==> config.mk <==
export PLATFORM = sky130hd
export DESIGN_NAME = memory_port_arbiter_flat
export DESIGN_NICKNAME = d
export VERILOG_FILES = /design/src/rtl/memory_port_arbiter_if.sv /design/src/rtl/memory_port_arbiter.sv /design/src/flat_wrapper.sv
export SDC_FILE = /design/constraint.sdc
export NUM_CORES = 1
export LEC_CHECK = 0
export ABC_AREA = 0
export CAP_MARGIN = 40
export CORE_ASPECT_RATIO = 1.75
export CORE_MARGIN = 1
export CORE_UTILIZATION = 35
export CTS_CLUSTER_SIZE = 25
export DETAILED_ROUTE_END_ITERATION = 8
export PLACE_DENSITY = 0.7
export SYNTH_ARGS = -nofsm -noshare
export SYNTH_HDL_FRONTEND = slang
export SYNTH_SLANG_ARGS = --single-unit
export TNS_END_PERCENT = 50
==> constraint.sdc <==
create_clock -name clk_in -period 2.1 [get_ports clk_in]
set_input_delay 0.42 -clock clk_in [delete_from_list [all_inputs] [get_ports clk_in]]
set_output_delay 0.42 -clock clk_in [all_outputs]
set_load 0.02 [all_outputs]
==> src/rtl/memory_port_arbiter_if.sv <==
// Bundle of request, response and byte-wide RAM signals around memory_port_arbiter.
// IO_BUFFER_FULL_STALL_EN adds the io_buffer_full input.
interface memory_port_arbiter_if #(
    parameter int ADDR_W = 32
);
    logic              rdy_in;
    logic              flush_pipline;
    logic              ifetch_req;
    logic [ADDR_W-1:0] ifetch_addr;
    logic              ifetch_done;
    logic [31:0]       ifetch_data;
    logic              data_req;
    logic              data_we;
    logic [1:0]        data_size;
    logic [ADDR_W-1:0] data_addr;
    logic [31:0]       data_wdata;
    logic              data_done;
    logic [31:0]       data_rdata;
    logic [7:0]        mem_din;
    logic [7:0]        mem_dout;
    logic [ADDR_W-1:0] mem_a;
    logic              mem_wr;
`ifdef IO_BUFFER_FULL_STALL_EN
    logic              io_buffer_full;

    modport slave (
        input  rdy_in, flush_pipline, ifetch_req, ifetch_addr, data_req, data_we,
               data_size, data_addr, data_wdata, mem_din, io_buffer_full,
        output ifetch_done, ifetch_data, data_done, data_rdata, mem_dout, mem_a, mem_wr
    );
    modport master (
        output rdy_in, flush_pipline, ifetch_req, ifetch_addr, data_req, data_we,
               data_size, data_addr, data_wdata, mem_din, io_buffer_full,
        input  ifetch_done, ifetch_data, data_done, data_rdata, mem_dout, mem_a, mem_wr
    );
`else
    modport slave (
        input  rdy_in, flush_pipline, ifetch_req, ifetch_addr, data_req, data_we,
               data_size, data_addr, data_wdata, mem_din,
        output ifetch_done, ifetch_data, data_done, data_rdata, mem_dout, mem_a, mem_wr
    );
    modport master (
        output rdy_in, flush_pipline, ifetch_req, ifetch_addr, data_req, data_we,
               data_size, data_addr, data_wdata, mem_din,
        input  ifetch_done, ifetch_data, data_done, data_rdata, mem_dout, mem_a, mem_wr
    );
`endif
endinterface

==> src/rtl/memory_port_arbiter.sv <==
// Round-robin arbiter serialising icache fetches and load/store requests onto one byte-wide RAM port.
// Optional IO_BUFFER_FULL_STALL_EN defers stores to the IO buffer addresses while io_buffer_full is high.
module memory_port_arbiter #(
    parameter int ADDR_W     = 32,
    parameter int IFETCH_LEN = 4
) (
    input logic                   clk_in,
    input logic                   rst_n_in,
    memory_port_arbiter_if.slave  bus
);
   localparam logic [1:0] ST_IDLE  = 2'd0;
   localparam logic [1:0] ST_XFER  = 2'd1;
   localparam logic [1:0] ST_DRAIN = 2'd2;
   localparam logic [1:0] ST_DONE  = 2'd3;
   localparam logic [1:0] IF_LAST  = 2'(IFETCH_LEN - 1);
   localparam logic [ADDR_W-1:0] ADDR_ONE = ADDR_W'(1);

   function automatic logic [7:0] byte_sel(input logic [31:0] word, input logic [1:0] idx);
      case (idx)
         2'd0:    byte_sel = word[7:0];
         2'd1:    byte_sel = word[15:8];
         2'd2:    byte_sel = word[23:16];
         2'd3:    byte_sel = word[31:24];
         default: byte_sel = 8'h00;
      endcase
   endfunction

   function automatic logic [31:0] byte_ins(input logic [31:0] word, input logic [1:0] idx,
                                            input logic [7:0] b);
      byte_ins = word;
      case (idx)
         2'd0:    byte_ins[7:0]   = b;
         2'd1:    byte_ins[15:8]  = b;
         2'd2:    byte_ins[23:16] = b;
         2'd3:    byte_ins[31:24] = b;
         default: byte_ins        = word;
      endcase
   endfunction

   function automatic logic [1:0] size_last(input logic [1:0] size);
      case (size)
         2'd0:    size_last = 2'd0;
         2'd1:    size_last = 2'd1;
         default: size_last = 2'd3;
      endcase
   endfunction

   logic [1:0]        state_r;
   logic [1:0]        idx_r;
   logic [1:0]        last_idx_r;
   logic              owner_fetch_r;
   logic              we_r;
   logic              last_fetch_r;
   logic [31:0]       wdata_r;
   logic [31:0]       buf_r;
   logic              pend_vld_r;
   logic [1:0]        pend_idx_r;
   logic [ADDR_W-1:0] mem_a_r;
   logic [7:0]        mem_dout_r;
   logic              mem_wr_r;
   logic              ifetch_done_r;
   logic [31:0]       ifetch_data_r;
   logic              data_done_r;
   logic [31:0]       data_rdata_r;

   logic              arb_free_s;
   logic              io_stall_s;
   logic              fetch_elig_s;
   logic              data_elig_s;
   logic              grant_fetch_s;
   logic              grant_data_s;
   logic              abort_s;
   logic [ADDR_W-1:0] g_addr_s;
   logic              g_we_s;
   logic [1:0]        g_last_s;
   logic [31:0]       buf_nxt_s;

`ifdef IO_BUFFER_FULL_STALL_EN
   assign io_stall_s = bus.io_buffer_full & bus.data_we &
                       ((bus.data_addr == ADDR_W'(32'h0003_0000)) |
                        (bus.data_addr == ADDR_W'(32'h0003_0004)));
`else
   assign io_stall_s = 1'b0;
`endif

   // The done cycle behaves like IDLE so back-to-back grants lose no cycle.
   assign arb_free_s   = (state_r == ST_IDLE) || (state_r == ST_DONE);
   assign fetch_elig_s = bus.ifetch_req & ~bus.flush_pipline;
   assign data_elig_s  = bus.data_req & ~io_stall_s;
   assign abort_s      = owner_fetch_r & bus.flush_pipline &
                         ((state_r == ST_XFER) || (state_r == ST_DRAIN));
   assign g_addr_s     = grant_fetch_s ? bus.ifetch_addr : bus.data_addr;
   assign g_we_s       = grant_data_s & bus.data_we;
   assign g_last_s     = grant_fetch_s ? IF_LAST : size_last(bus.data_size);
   assign buf_nxt_s    = pend_vld_r ? byte_ins(buf_r, pend_idx_r, bus.mem_din) : buf_r;

   // Round-robin grant decision between fetch and load/store.
   always_comb begin
      grant_fetch_s = 1'b0;
      grant_data_s  = 1'b0;
      if (arb_free_s && bus.rdy_in) begin
         if (fetch_elig_s && data_elig_s) begin
            if (last_fetch_r) begin
               grant_data_s = 1'b1;
            end else begin
               grant_fetch_s = 1'b1;
            end
         end else if (fetch_elig_s) begin
            grant_fetch_s = 1'b1;
         end else if (data_elig_s) begin
            grant_data_s = 1'b1;
         end else begin
            grant_data_s = 1'b0;
         end
      end else begin
         grant_fetch_s = 1'b0;
      end
   end

   // Transfer FSM, byte issue and completion pulses.
   always_ff @(posedge clk_in or negedge rst_n_in) begin
      if (!rst_n_in) begin
         state_r       <= ST_IDLE;
         idx_r         <= 2'd0;
         last_idx_r    <= 2'd0;
         owner_fetch_r <= 1'b0;
         we_r          <= 1'b0;
         last_fetch_r  <= 1'b0;
         wdata_r       <= 32'h0;
         mem_a_r       <= '0;
         mem_dout_r    <= 8'h00;
         mem_wr_r      <= 1'b0;
         ifetch_done_r <= 1'b0;
         ifetch_data_r <= 32'h0;
         data_done_r   <= 1'b0;
         data_rdata_r  <= 32'h0;
      end else if (bus.rdy_in) begin
         case (state_r)
            ST_IDLE, ST_DONE: begin
               ifetch_done_r <= 1'b0;
               data_done_r   <= 1'b0;
               if (grant_fetch_s || grant_data_s) begin
                  state_r       <= ST_XFER;
                  idx_r         <= 2'd0;
                  last_idx_r    <= g_last_s;
                  owner_fetch_r <= grant_fetch_s;
                  last_fetch_r  <= grant_fetch_s;
                  we_r          <= g_we_s;
                  wdata_r       <= bus.data_wdata;
                  mem_a_r       <= g_addr_s;
                  mem_wr_r      <= g_we_s;
                  mem_dout_r    <= g_we_s ? bus.data_wdata[7:0] : 8'h00;
               end else begin
                  state_r <= ST_IDLE;
               end
            end
            ST_XFER: begin
               if (abort_s || (idx_r == last_idx_r)) begin
                  mem_a_r    <= '0;
                  mem_wr_r   <= 1'b0;
                  mem_dout_r <= 8'h00;
                  if (abort_s) begin
                     state_r <= ST_IDLE;
                  end else if (we_r) begin
                     state_r     <= ST_DONE;
                     data_done_r <= 1'b1;
                  end else begin
                     state_r <= ST_DRAIN;
                  end
               end else begin
                  idx_r      <= idx_r + 2'd1;
                  mem_a_r    <= mem_a_r + ADDR_ONE;
                  mem_wr_r   <= we_r;
                  mem_dout_r <= we_r ? byte_sel(wdata_r, idx_r + 2'd1) : 8'h00;
               end
            end
            ST_DRAIN: begin
               if (abort_s) begin
                  state_r <= ST_IDLE;
               end else if (owner_fetch_r) begin
                  state_r       <= ST_DONE;
                  ifetch_done_r <= 1'b1;
                  ifetch_data_r <= buf_nxt_s;
               end else begin
                  state_r      <= ST_DONE;
                  data_done_r  <= 1'b1;
                  data_rdata_r <= buf_nxt_s;
               end
            end
            default: state_r <= ST_IDLE;
         endcase
      end
   end

   // Read capture follows the address actually presented last cycle, so a
   // stall that freezes the bus still assembles every byte from its own address.
   always_ff @(posedge clk_in or negedge rst_n_in) begin
      if (!rst_n_in) begin
         pend_vld_r <= 1'b0;
         pend_idx_r <= 2'd0;
         buf_r      <= 32'h0;
      end else begin
         pend_vld_r <= (state_r == ST_XFER) && !we_r;
         pend_idx_r <= idx_r;
         buf_r      <= (grant_fetch_s || grant_data_s) ? 32'h0 : buf_nxt_s;
      end
   end

   assign bus.mem_a       = mem_a_r;
   assign bus.mem_dout    = mem_dout_r;
   assign bus.mem_wr      = mem_wr_r & bus.rdy_in;
   assign bus.ifetch_done = ifetch_done_r;
   assign bus.ifetch_data = ifetch_data_r;
   assign bus.data_done   = data_done_r;
   assign bus.data_rdata  = data_rdata_r;
endmodule

==> src/flat_wrapper.sv <==
// flat-port wrapper written by rule: the top's interface ports become plain ports
module memory_port_arbiter_flat 
#(
    parameter int ADDR_W     = 32,
    parameter int IFETCH_LEN = 4
)
  (clk_in, rst_n_in, bus_rdy_in, bus_flush_pipline, bus_ifetch_req, bus_ifetch_addr, bus_data_req, bus_data_we, bus_data_size, bus_data_addr, bus_data_wdata, bus_mem_din, bus_ifetch_done, bus_ifetch_data, bus_data_done, bus_data_rdata, bus_mem_dout, bus_mem_a, bus_mem_wr);
  memory_port_arbiter_if #(.ADDR_W(ADDR_W)) bus_i ();
  input logic clk_in;
  input logic rst_n_in;
  input wire logic [$bits(bus_i.rdy_in)-1:0] bus_rdy_in;
  input wire logic [$bits(bus_i.flush_pipline)-1:0] bus_flush_pipline;
  input wire logic [$bits(bus_i.ifetch_req)-1:0] bus_ifetch_req;
  input wire logic [$bits(bus_i.ifetch_addr)-1:0] bus_ifetch_addr;
  input wire logic [$bits(bus_i.data_req)-1:0] bus_data_req;
  input wire logic [$bits(bus_i.data_we)-1:0] bus_data_we;
  input wire logic [$bits(bus_i.data_size)-1:0] bus_data_size;
  input wire logic [$bits(bus_i.data_addr)-1:0] bus_data_addr;
  input wire logic [$bits(bus_i.data_wdata)-1:0] bus_data_wdata;
  input wire logic [$bits(bus_i.mem_din)-1:0] bus_mem_din;
  output wire logic [$bits(bus_i.ifetch_done)-1:0] bus_ifetch_done;
  output wire logic [$bits(bus_i.ifetch_data)-1:0] bus_ifetch_data;
  output wire logic [$bits(bus_i.data_done)-1:0] bus_data_done;
  output wire logic [$bits(bus_i.data_rdata)-1:0] bus_data_rdata;
  output wire logic [$bits(bus_i.mem_dout)-1:0] bus_mem_dout;
  output wire logic [$bits(bus_i.mem_a)-1:0] bus_mem_a;
  output wire logic [$bits(bus_i.mem_wr)-1:0] bus_mem_wr;
  assign bus_i.rdy_in = bus_rdy_in;
  assign bus_i.flush_pipline = bus_flush_pipline;
  assign bus_i.ifetch_req = bus_ifetch_req;
  assign bus_i.ifetch_addr = bus_ifetch_addr;
  assign bus_i.data_req = bus_data_req;
  assign bus_i.data_we = bus_data_we;
  assign bus_i.data_size = bus_data_size;
  assign bus_i.data_addr = bus_data_addr;
  assign bus_i.data_wdata = bus_data_wdata;
  assign bus_i.mem_din = bus_mem_din;
  assign bus_ifetch_done = bus_i.ifetch_done;
  assign bus_ifetch_data = bus_i.ifetch_data;
  assign bus_data_done = bus_i.data_done;
  assign bus_data_rdata = bus_i.data_rdata;
  assign bus_mem_dout = bus_i.mem_dout;
  assign bus_mem_a = bus_i.mem_a;
  assign bus_mem_wr = bus_i.mem_wr;
  memory_port_arbiter #(.ADDR_W(ADDR_W), .IFETCH_LEN(IFETCH_LEN)) u_core (.clk_in(clk_in), .rst_n_in(rst_n_in), .bus(bus_i));
endmodule
==> flow_summary.yaml <==
finish:
  area_growth_pct: 48.5
  stdcell_count: 1494
  antennaDiodeCount: 0
  stdcell_area_um2: 12400
  fill_cells: 2166
  drive_above_1_share_pct: 14.6
  multi_input_area_um2: 3710
  register_area_um2: 4560
  post-route-util_pct: 53.1
  nets: 1297
synthesis:
  syn-num-nets: 1004
  synth_top_area_share_pct: 54.4
  synth_edf_count: 0
  synth_top_family_by_area: "simple AND/OR/NAND/NOR gates"
  synthSimpleGateAreaFrac_pct: 18.7
  async_flop_share_pct: 100
  synth_area_um2: 8380
  synth_top_area_cell: "dfrtp_1"
  syn_avg_cell_area_um2: 9.48
  synth_fa_ha_area_share_pct: 1.05
  syn-instance-count: 884
  synth_seq_area_share_pct: 54.4
  synth_xor_area_share_pct: 0.314
  synthTopCellsByArea: "dfrtp_1, nand2_1, mux2i_1"
  ys.flop_type: "dfrtp_1"
  synth-compound-area-share_pct: 15.7
  ys_seq_elements: 182
  synth_cell_type_count: 54
  muxShareOfSynthArea_pct: 6.81
  yosys_warnings: 0
  synth_commonest_cells: "dfrtp_1, nand2_1, o21ai_0, nor2_1, mux2i_1"
power_and_ir_drop:
  vdd_ir_drop_max_v: 0.000575
  p_leak_nw: 5.89
  power.total_mw: 17.2
  power.density_nw_per_um2: 1380
job:
  cap_viol_max_count: 0
placed_design:
  placed_area_um2: 11700
  gp_congestion: 0.880
  dp_cells: 1454
  io_buffers: 219
  place_hpwl_mm: 19.3
clocking:
  clk_latency_ns: 0.43
  cts.clk_slew.worst_paths_ns: 0.07
  cts-buffers-inserted: 17
  root_buffer: "clkbuf_16"
  numClockSinks: 182
  h-tree-depth: 4
  cts_buffer_depth: 2
  cts_tree: "yes"
global_route:
  overflow: 0
  antenna_found_initial: 0
  track_usage_pct: 21.6
  grt_max_degree: 66
  grt_first_pass_wirelength_mm: 40.9
  grt_pass1_vias: 7758
drt:
  drcViolationCount: 0
  vias_per_cell: 5.24
  vias: 7827
  postRouteAntennaNets: 0
  routed_wl_mm: 26.1
  dr.pass1.iters: 9
  wl_per_cell_um: 17.5
  dr.first_iter.drc_count: 500
critical_path:
  crit_family: "buffers and inverters"
  worstPathMaxFanout: 6
  path_buf_inv: 2
  crit_path_start_kind: "register"
  end_kind: "output pin"
  r2r_slack_ns: 0.04
  path_cells: "buf_4, clkdlybuf4s50_1"
  r2r-end: "u_core.bus.mem_a[31]"
  timing.rr.start: "u_core.bus.mem_a[10]"
  crit_type: "register to output pin"
  max_stage_delay_ns: 0.62
  critPathRequiredTime_ns: 1.68
  cp_num_cells: 2
  reg2reg_depth: 5
  slowest_stage: "clkdlybuf4s50_1"
  cp.arrival_ns: 1.65
sta:
  rsz0062_at_grt: "true"
  worst_pin_slew_ns: 0.594
  setup_viol: 0
  setup_tns_ns: 0
  max_freq_mhz: 484
  finalCritPeriodShare_pct: 98.4
  slew_viol_final: 0
  period_needed_ns: 2.07
  hold_viol_final: 0
  max_slew_margin_pct: 60.3
  fin_skew_ns: 0.00987
die:
  die_x_um: 119
  die_h_um: 207
  num_rows: 74
  start_util_pct: 35.8
  core_area_um2: 23400
  num_io_pins: 220
  die_area_um2: 24600
min_path:
  hold_depth: 2
  hold_end: "u_core.wdata_r[0]"
  worstHoldPathType: "register to register"
  hp-start: "u_core.wdata_r[0]"
outcome:
  status: "complete, no violations"
-- per-stage QoR --
stage                     setup slack (ns)  hold WS [ns]
after floorplan                    -0.0218         0.124
after global placement              -0.165         0.420
after detailed placement            -0.204         0.417
after CTS                          -0.0119         0.481
after global routing               -0.0464         0.492
final                               0.0345         0.479
-- cells by family after synthesis --
family | count (synthesis)
flops | 182
mux | 57
xor+xnor | 3
fa+ha+maj | 7
buf+inv | 68
compound gates | 212
simple gates | 355
-- power by group --
part | switching (mW) | internal, mW | leakage (nW)
logic | 4.40 | 3.81 | 3.21
clock network | 1.47 | 1.74 | 0.291
registers | 0.910 | 4.87 | 2.39
-- worst register-to-register path, delay by kind of cell (launching register included) --
| kind | cells | cell delay [ns] |
|---|---|---|
| DFF | 1 | 0.40 |
| and+or+nand+nor | 3 | 1.13 |
| xor gates and xnor gates | 1 | 0.10 |
| AOI/OAI and AO/OA | 1 | 0.32 |
-- worst max path at each step --
stage / startpoint / endpoint
after floorplan: u_core.bus.mem_a[20] / u_core.bus.mem_a[31]
after global placement: bus_rdy_in / u_core.bus.mem_a[17]
after detailed placement: bus_flush_pipline / u_core.bus.mem_a[31]
after CTS: u_core.state_r[0] / u_core.bus.mem_a[10]
after global routing: u_core.bus.mem_a[10] / u_core.bus.mem_a[27]
final: u_core.bus.mem_a[6] / bus_mem_a[6]
-- flip-flops by register name, indices dropped and copies added, names as in the netlist --
register and flops:
u_core.pend_vld_r 1, u_core.we_r 1, u_core.buf_r 32, u_core.bus.mem_a 32
u_core.idx_r 2, u_core.owner_fetch_r 1, u_core.last_idx_r 2, u_core.pend_idx_r 2
u_core.bus.ifetch_done 1, u_core.wdata_r 32, u_core.mem_wr_r 1, u_core.bus.data_done 1
u_core.state_r 2, u_core.bus.data_rdata 32, u_core.bus.mem_dout 8, u_core.bus.ifetch_data 32
-- area by class of cell --
type	instances	area share, %
clock buffers	19	3.64
clock inverters	13	1.05
well taps	304	3.06
flip-flops and latches	182	36.6
multi-input cells	634	29.8
inverters	11	0.332
repair buffers	331	25.5
-- repair_timing --
item / CTS / global route
gates cloned: 0 / 1
buffers inserted: 1 / 5
hold endpoints to repair: 46 / 0
hold buffers: 1 / 0
pin swaps: 1 / 10
gates resized for setup: 7 / 23
setup endpoints to repair: 11 / 42
-- routing by layer --
| metal | track usage (%) | vias to the layer above | routed length [um] |
|---|---|---|---|
| li1 | - | 3706 | - |
| met1 | 24.6 | 3825 | 10100 |
| met2 | 39.7 | 240 | 14100 |
| met3 | 3.27 | 56 | 918 |
| met4 | 9.90 | 0 | 935 |
| met5 | 0 | - | 0 |
-- cell usage in the layout, fill, tap and decap left out, drive strengths merged, types with 8 or more instances in the layout --
master / count
nand4: 11
dfrtp: 182
clkbuf: 20
a22o: 10
o21ai: 86
mux2i: 57
nor2: 82
clkdlybuf4s50: 213
buf: 111
a222oi: 8
nand3: 18
a21oi: 54
inv: 19
nor4: 11
a22oi: 8
nand2: 182
nor3: 10
Note: power is estimated with default switching activity, not from simulation.
